<file path="config.mk">
export PLATFORM = sky130hd
export DESIGN_NAME = systolic_array_4x4
export DESIGN_NICKNAME = d
export VERILOG_FILES = /design/src/rtl/systolic_pkg.sv /design/src/rtl/systolic_pe.sv /design/src/rtl/systolic_array_4x4.sv
export SDC_FILE = /design/constraint.sdc
export NUM_CORES = 1
export LEC_CHECK = 0
export CAP_MARGIN = 10
export CORE_MARGIN = 4
export CORE_UTILIZATION = 55
export DETAILED_ROUTE_END_ITERATION = 10
export PLACE_DENSITY = 0.74
export REMOVE_ABC_BUFFERS = 1
export SLEW_MARGIN = 20
export SYNTH_ARGS = -nofsm -noshare
export SYNTH_HDL_FRONTEND = slang
export SYNTH_SLANG_ARGS = --single-unit
</file>
<file path="constraint.sdc">
create_clock -name clk -period 10.9 [get_ports clk]
set_clock_uncertainty 0.2 [all_clocks]
set_input_delay 1.635 -clock clk [delete_from_list [all_inputs] [get_ports clk]]
set_output_delay 1.635 -clock clk [all_outputs]
set_load 0.01 [all_outputs]
</file>
<file path="src/rtl/systolic_pkg.sv">
// Shared sizing and types for the 4x4 output-stationary systolic array.
// The sizes are fixed by the 32/128-bit port widths of systolic_array_4x4.
package systolic_pkg;

  localparam int N      = 4;
  localparam int DATA_W = 8;
  localparam int ACC_W  = 8;
  localparam int PROD_W = 2 * DATA_W;
  localparam int IN_W   = N * DATA_W;
  localparam int BUS_W  = N * N * ACC_W;

  typedef logic [DATA_W-1:0] operand_t;
  typedef logic [ACC_W-1:0]  acc_t;
  typedef logic [PROD_W-1:0] prod_t;
  // One extra bit so that acc + product never overflows before truncation or clamping.
  typedef logic [PROD_W:0]   sum_t;

endpackage

</file>
<file path="src/rtl/systolic_pe.sv">
// One processing element: registers A/B for the right/down neighbours and accumulates a_in*b_in every edge.
// Define SYSTOLIC_SAT_EN to clamp the accumulator at 255; the default build wraps modulo 256.
module systolic_pe
  import systolic_pkg::*;
(
  input  logic     clk,
  input  logic     reset,
  input  operand_t a_in,
  input  operand_t b_in,
  output operand_t a_out,
  output operand_t b_out,
  output acc_t     acc
);

  operand_t a_q;
  operand_t b_q;
  acc_t     acc_q;
  acc_t     acc_d;
  prod_t    prod;
  sum_t     sum;

  always_comb begin
    prod = prod_t'(a_in) * prod_t'(b_in);
    sum  = sum_t'(acc_q) + sum_t'(prod);
`ifdef SYSTOLIC_SAT_EN
    // Once at 255, sum can never drop below 255, so a saturated PE holds until reset.
    acc_d = (sum > sum_t'({ACC_W{1'b1}})) ? {ACC_W{1'b1}} : acc_t'(sum);
`else
    acc_d = acc_t'(sum);
`endif
  end

  always_ff @(posedge clk or negedge reset) begin
    if (!reset) begin
      a_q   <= '0;
      b_q   <= '0;
      acc_q <= '0;
    end else begin
      a_q   <= a_in;
      b_q   <= b_in;
      acc_q <= acc_d;
    end
  end

  assign a_out = a_q;
  assign b_out = b_q;
  assign acc   = acc_q;

endmodule

</file>
<file path="src/rtl/systolic_array_4x4.sv">
// 4x4 output-stationary systolic array: A enters per row on the left, B per column on the top, 16 accumulators out.
// No handshake; accumulators are driven straight onto macout. SYSTOLIC_SAT_EN selects saturating accumulation.
module systolic_array_4x4
  import systolic_pkg::*;
(
  input  logic              clk,
  input  logic              reset,
  input  logic [IN_W-1:0]   datain,
  input  logic [IN_W-1:0]   weightin,
  output logic [BUS_W-1:0]  macout
);

  // a_link[r][c] is the registered A of PE(r,c) feeding PE(r,c+1); b_link likewise downward.
  operand_t a_link   [N][N-1];
  operand_t b_link   [N-1][N];
  operand_t a_unused [N];
  operand_t b_unused [N];

  for (genvar r = 0; r < N; r++) begin : g_row
    for (genvar c = 0; c < N; c++) begin : g_col
      operand_t a_in_w;
      operand_t b_in_w;
      acc_t     acc_w;

      if (c == 0) begin : g_a_edge
        assign a_in_w = datain[IN_W-1-DATA_W*r -: DATA_W];
      end else begin : g_a_link
        assign a_in_w = a_link[r][c-1];
      end

      if (r == 0) begin : g_b_edge
        assign b_in_w = weightin[IN_W-1-DATA_W*c -: DATA_W];
      end else begin : g_b_link
        assign b_in_w = b_link[r-1][c];
      end

      if (c == N - 1) begin : g_pe_last_col
        if (r == N - 1) begin : g_corner
          systolic_pe u_pe (
            .clk   (clk),
            .reset (reset),
            .a_in  (a_in_w),
            .b_in  (b_in_w),
            .a_out (a_unused[r]),
            .b_out (b_unused[c]),
            .acc   (acc_w)
          );
        end else begin : g_right
          systolic_pe u_pe (
            .clk   (clk),
            .reset (reset),
            .a_in  (a_in_w),
            .b_in  (b_in_w),
            .a_out (a_unused[r]),
            .b_out (b_link[r][c]),
            .acc   (acc_w)
          );
        end
      end else begin : g_pe_inner_col
        if (r == N - 1) begin : g_bottom
          systolic_pe u_pe (
            .clk   (clk),
            .reset (reset),
            .a_in  (a_in_w),
            .b_in  (b_in_w),
            .a_out (a_link[r][c]),
            .b_out (b_unused[c]),
            .acc   (acc_w)
          );
        end else begin : g_inner
          systolic_pe u_pe (
            .clk   (clk),
            .reset (reset),
            .a_in  (a_in_w),
            .b_in  (b_in_w),
            .a_out (a_link[r][c]),
            .b_out (b_link[r][c]),
            .acc   (acc_w)
          );
        end
      end

      // PE(0,0) occupies the most significant byte of macout.
      assign macout[BUS_W-1-ACC_W*(N*r+c) -: ACC_W] = acc_w;
    end
  end

endmodule

</file>
==> flow_metrics.tcl <==
set metrics [dict create \
    final_nets 3240 \
    grt_pass1_wl_um 90100 \
    grt_max_degree 151 \
    final_max_slew_viol_count 0 \
    num_rows 77 \
    required_ns 11.16 \
    hold_viol 0 \
    path_cells "clkdlybuf4s50_1 > nand2_1 > fa_1 > fa_1 > inv_1 > fa_1 > inv_1 > fa_1 > inv_1 > ha_1 > a21oi_1 > xnor2_1 > xnor2_1" \
    powerDensity_nw_per_um2 294 \
    rsz0062_at_grt "false" \
    port_buffers 193 \
    gr-total-overflow 0 \
    fp.dieW_um 221 \
    area_growth_pct 16.2 \
    root_buffer "clkbuf_16" \
    cp_top_family "adder cells" \
    synth_edf_count 0 \
    crit_path_max_incr_delay_ns 0.70 \
    tightest_slew_ns 0.885 \
    crit_buf_inv 4 \
    path_class "input pin to flip-flop" \
    relSlewSlack_pct 41.0 \
    status "finished, final reports clean" \
    crit_fanout 8 \
    cts_tree "built" \
    syn_area_sq_um 25000 \
    reg2regPathDepth 14 \
    drc 0 \
    io-pin-count 194 \
    clock_sinks 320 \
    dp_hpwl_um 41800 \
    vias 16100 \
    final_cell_area_sq_um 29000 \
    drv_cap 0 \
    power_leakage_nw 14.8 \
    synthTopCellsByCount "570 x inv_1, 354 x nand2_1, 320 x dfrtp_1" \
    grt_antenna_before_repair 1 \
    antenna_left 0 \
    placed_cell_area_sq_um 27700 \
    via_per_inst 4.97 \
    core_sq_um 44600 \
    drtIter0Drc 746 \
    max_freq_mhz 192 \
    cts-buffers-inserted 39 \
    wl_per_cell_um 16.2 \
    htreeDepth 2 \
    dieHeight_um 221 \
    setup_violations 0 \
    num_antenna_cells 0 \
    syn_area_per_cell_sq_um 10.5 \
    netlist_top_cells_area "dfrtp_1 32%, fa_1 23%, ha_1 14%" \
    finalSetupTns_ns 0 \
    clk_pin_slew_ns 0.06 \
    synth_top_area_cell "dfrtp_1" \
    synth-main-ff-cell "dfrtp_1" \
    startpoint_type "input pin" \
    period_minus_slack_ns 5.21 \
    ctsResizeCount 0 \
    cp-end-kind "flip-flop" \
    yosysSeqAreaShare_pct 32.0 \
    ir_worst_vdd_v 0.000161 \
    hold_path.class "flip-flop to flip-flop" \
    initial_core_util_pct 56.0 \
    yosysMostFrequentCell "inv_1" \
    path_common_cell "fa_1" \
    cts_hold_buf 0 \
    cts.path.max_buffers 3 \
    cp_slowest_cell "clkdlybuf4s50_1" \
    layout-drive-gt1-share_pct 3.21 \
    finish.utilization_pct 65.1 \
    grt_use_total_pct 22.4 \
    worstHoldPathCells 0 \
    synth_warnings 0 \
    globalplace.congestion 0.904 \
    ys_async_sr_fraction_pct 100 \
    finalCritPeriodShare_pct 47.8 \
    syn_inst 2378 \
    die-area_sq_um 48900 \
    insertion_delay_ns 0.56 \
    drt_first_pass_iters 5 \
    synth_top_area_share_pct 32.0 \
    worstPathArrival_ns 5.47 \
    ys_seq_elements 320 \
    reg2reg_setup_slack_ns 6.76 \
    synth.distinct_cells 13 \
    post_cts_buffers 0 \
    wl_um 52400 \
    grt_pass1_vias 18000 \
]
where the power goes:
part	internal, mW	total, mW	switching, mW	leakage, nW
Sequential	1.56	1.82	0.258	3.73
Clock	0.812	1.34	0.524	0.650
Combinational	2.67	5.39	2.72	10.4
sequential cells by signal (all words and copies together) (netlist names):
register,count
g_row.g_col.g_pe_inner_col.g_inner.u_pe.acc,72
g_row.g_col.g_pe_inner_col.g_inner.u_pe.b_out,72
g_row.g_col.g_pe_last_col.g_right.u_pe.acc,24
g_row.g_col.g_pe_last_col.g_corner.u_pe.acc,8
g_row.g_col.g_pe_inner_col.g_bottom.u_pe.a_out,24
g_row.g_col.g_pe_last_col.g_right.u_pe.b_out,24
g_row.g_col.g_pe_inner_col.g_inner.u_pe.a_out,72
g_row.g_col.g_pe_inner_col.g_bottom.u_pe.acc,24
final cells by class:
type | count | area, sq um
clock buffer | 51 | 1100
clock inverter | 20 | 233
fill | 3410 | 15600
inverter | 570 | 2140
multi-input combinational | 1488 | 14800
sequential | 320 | 8010
tap | 592 | 741
timing repair buffer | 195 | 1960
placed cells by master (no fill, tap or decap), types with 6 or more instances in the layout:
| cell type | Yosys | routed |
|---|---|---|
| a21o_1 | 32 | 32 |
| a21oi_1 | 32 | 32 |
| and2_1 | 211 | 211 |
| clkbuf_16 | 0 | 40 |
| clkbuf_8 | 0 | 6 |
| clkdlybuf4s50_1 | 0 | 192 |
| clkinv_2 | 0 | 8 |
| dfrtp_1 | 320 | 320 |
| fa_1 | 288 | 288 |
| ha_1 | 272 | 272 |
| inv_1 | 570 | 570 |
| nand2_1 | 354 | 354 |
| nand2_2 | 10 | 10 |
| xnor2_1 | 253 | 253 |
| xor2_1 | 30 | 30 |
per-stage QoR:
stage                     hold WS, ns  setup slack (ns)  std cells  power, mW
final                           0.201              5.69       3236       8.55
after global routing            0.211              5.52       3236       9.50
after CTS                       0.204              5.68       3236       8.69
after detailed placement        0.194              5.19       3165       7.26
after global placement          0.183              5.26       3165       6.97
after floorplan                 0.154              5.98       2378       5.70
worst register-to-register path: stages (launching register included):
cell and delay (ns):
dfrtp_1 0.51, and2_1 0.25, fa_1 0.51, inv_1 0.05, fa_1 0.50, inv_1 0.04
ha_1 0.28, inv_1 0.05, fa_1 0.47, inv_1 0.06, fa_1 0.41, a21o_1 0.19
a21oi_1 0.17, xnor2_1 0.19, xnor2_1 0.11
layer usage:
metal | vias to the layer above | track usage [%] | routed length, um | part of all wire, %
li1 | 7452 | - | - | -
met1 | 8156 | 29.1 | 21900 | 42
met3 | 83 | 3.80 | 2490 | 4.7
met5 | - | 0 | 0 | 0
met4 | 0 | 5.21 | 1110 | 2.1
met2 | 385 | 39.5 | 26900 | 51
worst max-delay path by stage:
stage                      to  cells after the start  slack [ns]        from
finish              flip-flop                     13        5.69   datain[9]
global route        flip-flop                     14        5.52   datain[8]
CTS                 flip-flop                     13        5.68   datain[9]
detailed placement  flip-flop                     13        5.19   datain[9]
global placement    flip-flop                     14        5.26  datain[11]
floorplan           flip-flop                     13        5.98  datain[11]
cell families after synthesis:
logic type,count (synthesis),synth area share (%)
AOI/OAI and AO/OA,64,1.60
xor gates and xnor gates,288,10.2
adders and majority gates,560,36.7
buffers and inverters,570,8.56
DFF,320,32.0
and+or+nand+nor,576,10.9
Power figures use the tool's default switching activity.
==> patch 1: new RTL, config.mk and constraints unchanged <==
The package constant `ACC_W` goes from 8 to 6.
--- a/src/rtl/systolic_pkg.sv
+++ b/src/rtl/systolic_pkg.sv
@@ -4,7 +4,7 @@
 
   localparam int N      = 4;
   localparam int DATA_W = 8;
-  localparam int ACC_W  = 8;
+  localparam int ACC_W  = 6;
   localparam int PROD_W = 2 * DATA_W;
   localparam int IN_W   = N * DATA_W;
   localparam int BUS_W  = N * N * ACC_W;
Ports: changed (resized macout); port bits go from 194 to 162. The function was not compared with the original's and may differ.
==> patch 1 against the unedited design <==
Setup slack worse by 0.067 ns. Non-clock buffer count shrank 48. Power shrank 48%. Worst hold slack worse by 0.030 ns. Wire length decreased by 45%. Clock power shrank 28%. Sequential cell count is 80 lower. Cell area is 36% lower. Sequential share of layout area rose by 4.9 points. Synthesized area shrank 38%. Via count decreased by 42%. Critical path type unchanged.
==> patch 1: results (changes against the unedited design) <==
INFO  metric result_of_the_run = complete, no violations (unchanged)
INFO  metric grt_pass1_vias = 10480 (was 17960)
INFO  metric place.gp.congestion = 0.8462 (was 0.9035)
INFO  metric n_all_buffers = 147 (was 195)
INFO  metric clock_latency = 0.53 ns (was 0.56 ns)
INFO  metric cts_resized = 0 (unchanged)
INFO  metric sequential_cell_area_fraction_in_the_yosys_report = 38.52% (was 32.04%)
INFO  metric grt_antenna_before_repair = 0 (was 1)
INFO  metric timing.reg2reg.worst_path_depth = 11 (was 14)
INFO  metric dr.pass1.iters = 4 (was 5)
INFO  metric post_route_cells_drive_above_1_share = 3.269% (was 3.215%)
INFO  metric clockBufferCount = 37 (was 51)
INFO  metric synth.lib_cells_used.distinct = 11 (was 13)
INFO  metric wirelength = 28.61 mm (was 52.42 mm)
INFO  metric syn-mean-instance-area = 11.97 sq um (was 10.51 sq um)
INFO  metric numCtsBuffers = 28 (was 39)
INFO  metric ys_warn_count = 0 (unchanged)
INFO  metric worst_slew_pin_slew = 0.9372 ns (was 0.8854 ns)
INFO  metric irDropWorstVdd = 0.1426 mV (was 0.1611 mV)
INFO  metric regArea = 6006 sq um (was 8008 sq um)
INFO  metric grt_start_max_net_pins = 96 (was 151)
INFO  metric nFlopsAndLatches = 240 (was 320)
INFO  metric leakage = 9.168 nW (was 14.77 nW)
INFO  metric signal_buffer_area_fraction = 7.953% (was 6.765%)
INFO  metric first_iter_violations = 385 (was 746)
INFO  metric worst_ep_arrival_time = 5.48 ns (was 5.47 ns)
INFO  metric multi_input_gate_share_of_the_layout_cell_area = 48.84% (was 51.14%)
INFO  metric buffer_ports.inserted = 145 (was 193)
INFO  metric n_multi_input_combinational_cell = 916 (was 1488)
INFO  metric clock_cell_area_share = 5.228% (was 4.598%)
INFO  metric detail_route.vias_per_cell = 4.991 (was 4.968)
INFO  metric setup.worst_path.start = datain[2] (was datain[9])
INFO  metric synth.cells.most_frequent = 240 x sky130_fd_sc_hd__dfrtp_1, 208 x sky130_fd_sc_hd__ha_1, 171 x sky130_fd_sc_hd__and2_1 (was 570 x sky130_fd_sc_hd__inv_1, 354 x sky130_fd_sc_hd__nand2_1, 320 x sky130_fd_sc_hd__dfrtp_1)
INFO  metric dp_hpwl = 22.70 mm (was 41.80 mm)
INFO  metric area_post_placement = 17530 sq um (was 27700 sq um)
INFO  metric grt_use_total = 19.32% (was 22.37%)
INFO  metric stdcell_count = 1877 (was 3236)
INFO  metric cp_max_fo = 5 (was 8)
INFO  metric depth_of_the_cts_h_tree = 1 (was 2)
[patch 1: cell types whose count changed in the layout (fill, tap and decap cells not counted), moves of 64 or more]
cell                      delta
sky130_fd_sc_hd__inv_1     -424
sky130_fd_sc_hd__nand2_1   -189
sky130_fd_sc_hd__fa_1      -176
sky130_fd_sc_hd__xnor2_1   -110
sky130_fd_sc_hd__dfrtp_1    -80
sky130_fd_sc_hd__ha_1       -64
[patch 1: kinds of logic (layout without fill, tap and decap cells)]
logic type	after synthesis	in the layout	synth area share, %
AOI/OAI and AO/OA	64	64	2.568
and+or+nand+nor	336	336	10.83
adders and majority gates	320	320	31.08
DFF	240	240	38.52
xor gates and xnor gates	196	196	13.48
buffers and inverters	146	343	3.515
[patch 1: stage by stage]
step | hold WS (ns) | utilization, % | worst slack (ns)
finish | 0.1711 | 66.41 | 5.622
global route | 0.1925 | 66.41 | 5.461
CTS | 0.1706 | 66.41 | 5.652
detailed placement | 0.1634 | 62.94 | 5.093
global placement | 0.1606 | 62.94 | 5.198
floorplan | 0.1535 | - | 5.928
[patch 1: final timing paths]
kind                             endpoint
worst max-delay path             register
worst min-delay path             register
worst max register to register   register
worst min register to register   register
max in group asynchronous       async pin
min in group asynchronous       async pin
[patch 1: metal layers]
metal	up-vias	GRT usage [%]	part of all wire, %
met2	153	34.77	51
met5	-	0	0
met4	0	4.449	2.1
met1	4692	24.47	43
met3	48	3.490	4.4
li1	4476	-	-
[patch 1: power by group through the flow]
stage	Clock, W	Sequential (W)	Combinational [W]
floorplan	0	0.00137	0.00139
global placement	0	0.00132	0.00209
detailed placement	0	0.00133	0.00218
CTS	0.000991	0.00132	0.00220
global route	0.00103	0.00134	0.00243
finish	0.000963	0.00131	0.00215
==> patch 2: new RTL, config.mk and constraints unchanged <==
Made on the original files. Register the output `macout`; this adds one clock of latency there.
--- a/src/rtl/systolic_array_4x4.sv
+++ b/src/rtl/systolic_array_4x4.sv
@@ -9,6 +9,8 @@
   input  logic [IN_W-1:0]   weightin,
   output logic [BUS_W-1:0]  macout
 );
+
+  logic [BUS_W-1:0] macout_d;
 
   // a_link[r][c] is the registered A of PE(r,c) feeding PE(r,c+1); b_link likewise downward.
   operand_t a_link   [N][N-1];
@@ -81,8 +83,12 @@
       end
 
       // PE(0,0) occupies the most significant byte of macout.
-      assign macout[BUS_W-1-ACC_W*(N*r+c) -: ACC_W] = acc_w;
+      assign macout_d[BUS_W-1-ACC_W*(N*r+c) -: ACC_W] = acc_w;
     end
+  end
+
+  always_ff @(posedge clk) begin
+      macout <= macout_d;
   end
 
 endmodule
Formal check against the unedited RTL: not equivalent (Yosys sat finds a counterexample within 4 cycles, from zero or initial values and one cycle with reset low).
==> patch 2 against the unedited design <==
Power increased by 13%. Synthesized area is 10% higher. Wire length up 11%. Highest routed layer is now met5. First-iteration DRC count decreased by 1.1%. Die area grew 10%. Sequential cell count up 128. Setup slack improved by 0.072 ns. Sequential power up 45%. Sequential share of layout area grew 5.5 points. Largest cell class unchanged. Largest power group unchanged. Cell area increased by 10%.
==> patch 2: results (changes against the unedited design) <==
INFO  metric result_of_the_run = complete, no violations (unchanged)
INFO  metric relSlewSlack = 39.33% (was 40.97%)
INFO  metric clockBufferCount = 75 (was 51)
INFO  metric clock_latency = 0.59 ns (was 0.56 ns)
INFO  metric placedCellCount = 3366 (was 3165)
INFO  metric yosys.area_share.adder = 33.23% (was 36.68%)
INFO  metric cp_max_fo = 9 (was 8)
INFO  metric grt_start_max_net_pins = 110 (was 151)
INFO  metric numCtsBuffers = 48 (was 39)
INFO  metric grt_pass1_vias = 19110 (was 17960)
INFO  metric n_all_buffers = 196 (was 195)
INFO  metric synth_top_cells_by_area = sky130_fd_sc_hd__dfrtp_1 29%, sky130_fd_sc_hd__fa_1 21%, sky130_fd_sc_hd__ha_1 12% (was sky130_fd_sc_hd__dfrtp_1 32%, sky130_fd_sc_hd__fa_1 23%, sky130_fd_sc_hd__ha_1 14%)
INFO  metric multi_input_comb_area = 14880 sq um (was 14850 sq um)
INFO  metric sequential_cell_area_fraction_in_the_yosys_report = 38.31% (was 32.04%)
INFO  metric synth.lib_cells_used.distinct = 14 (was 13)
INFO  metric stdcell_count = 3457 (was 3236)
INFO  metric final.fill_count = 3841 (was 3410)
INFO  metric grt_antenna_before_repair = 5 (was 1)
INFO  metric clock_cell_area_share = 5.037% (was 4.598%)
INFO  metric complex_gate_fraction_of_the_synthesized_area = 1.451% (was 1.602%)
INFO  metric worst_ep_arrival_time = 5.44 ns (was 5.47 ns)
INFO  metric syn-instance-count = 2506 (was 2378)
INFO  metric dp_hpwl = 45.98 mm (was 41.80 mm)
INFO  metric signal_buffer_area_fraction = 6.124% (was 6.765%)
INFO  metric grt_use_total = 22.87% (was 22.37%)
INFO  metric post_route_cells_drive_above_1_share = 3.510% (was 3.215%)
INFO  metric multi_input_gate_share_of_the_layout_cell_area = 46.51% (was 51.14%)
INFO  metric route.vias.total = 16990 (was 16080)
INFO  metric irDropWorstVdd = 0.2387 mV (was 0.1611 mV)
INFO  metric place.gp.congestion = 0.9030 (was 0.9035)
INFO  metric synth.ff_latch_count = 448 (was 320)
INFO  metric regArea = 10570 sq um (was 8008 sq um)
## patch 2: metal layers
| metal | track usage [%] | wire length [um] | vias up |
|---|---|---|---|
| met1 | 28.84 | 23610 | 8609 |
| met4 | 7.902 | 1873 | 8 |
| met3 | 4.134 | 3078 | 119 |
| li1 | - | - | 7880 |
| met5 | 0 | 50 | - |
| met2 | 39.94 | 29430 | 378 |
## patch 2: stage by stage
step           worst slack, ns  hold slack [ns]
2_1_floorplan            5.981           0.1472
3_3_place_gp             5.267           0.1550
3_5_place_dp             5.173           0.1555
4_1_cts                  5.777           0.1692
5_1_grt                  5.633           0.1776
6_report                 5.762           0.1666
## patch 2: final timing paths
path                        startpoint         end
max                        weightin[8]    register
max reg2reg                   register    register
min reg2reg                   register  macout[20]
min                           register  macout[20]
min in group asynchronous        reset   async pin
max in group asynchronous        reset   async pin
## patch 2: power by group
group	switching [W]	internal [W]
combinational	0.00269	0.00267
sequential	0.000346	0.00229
clock	0.000664	0.000981
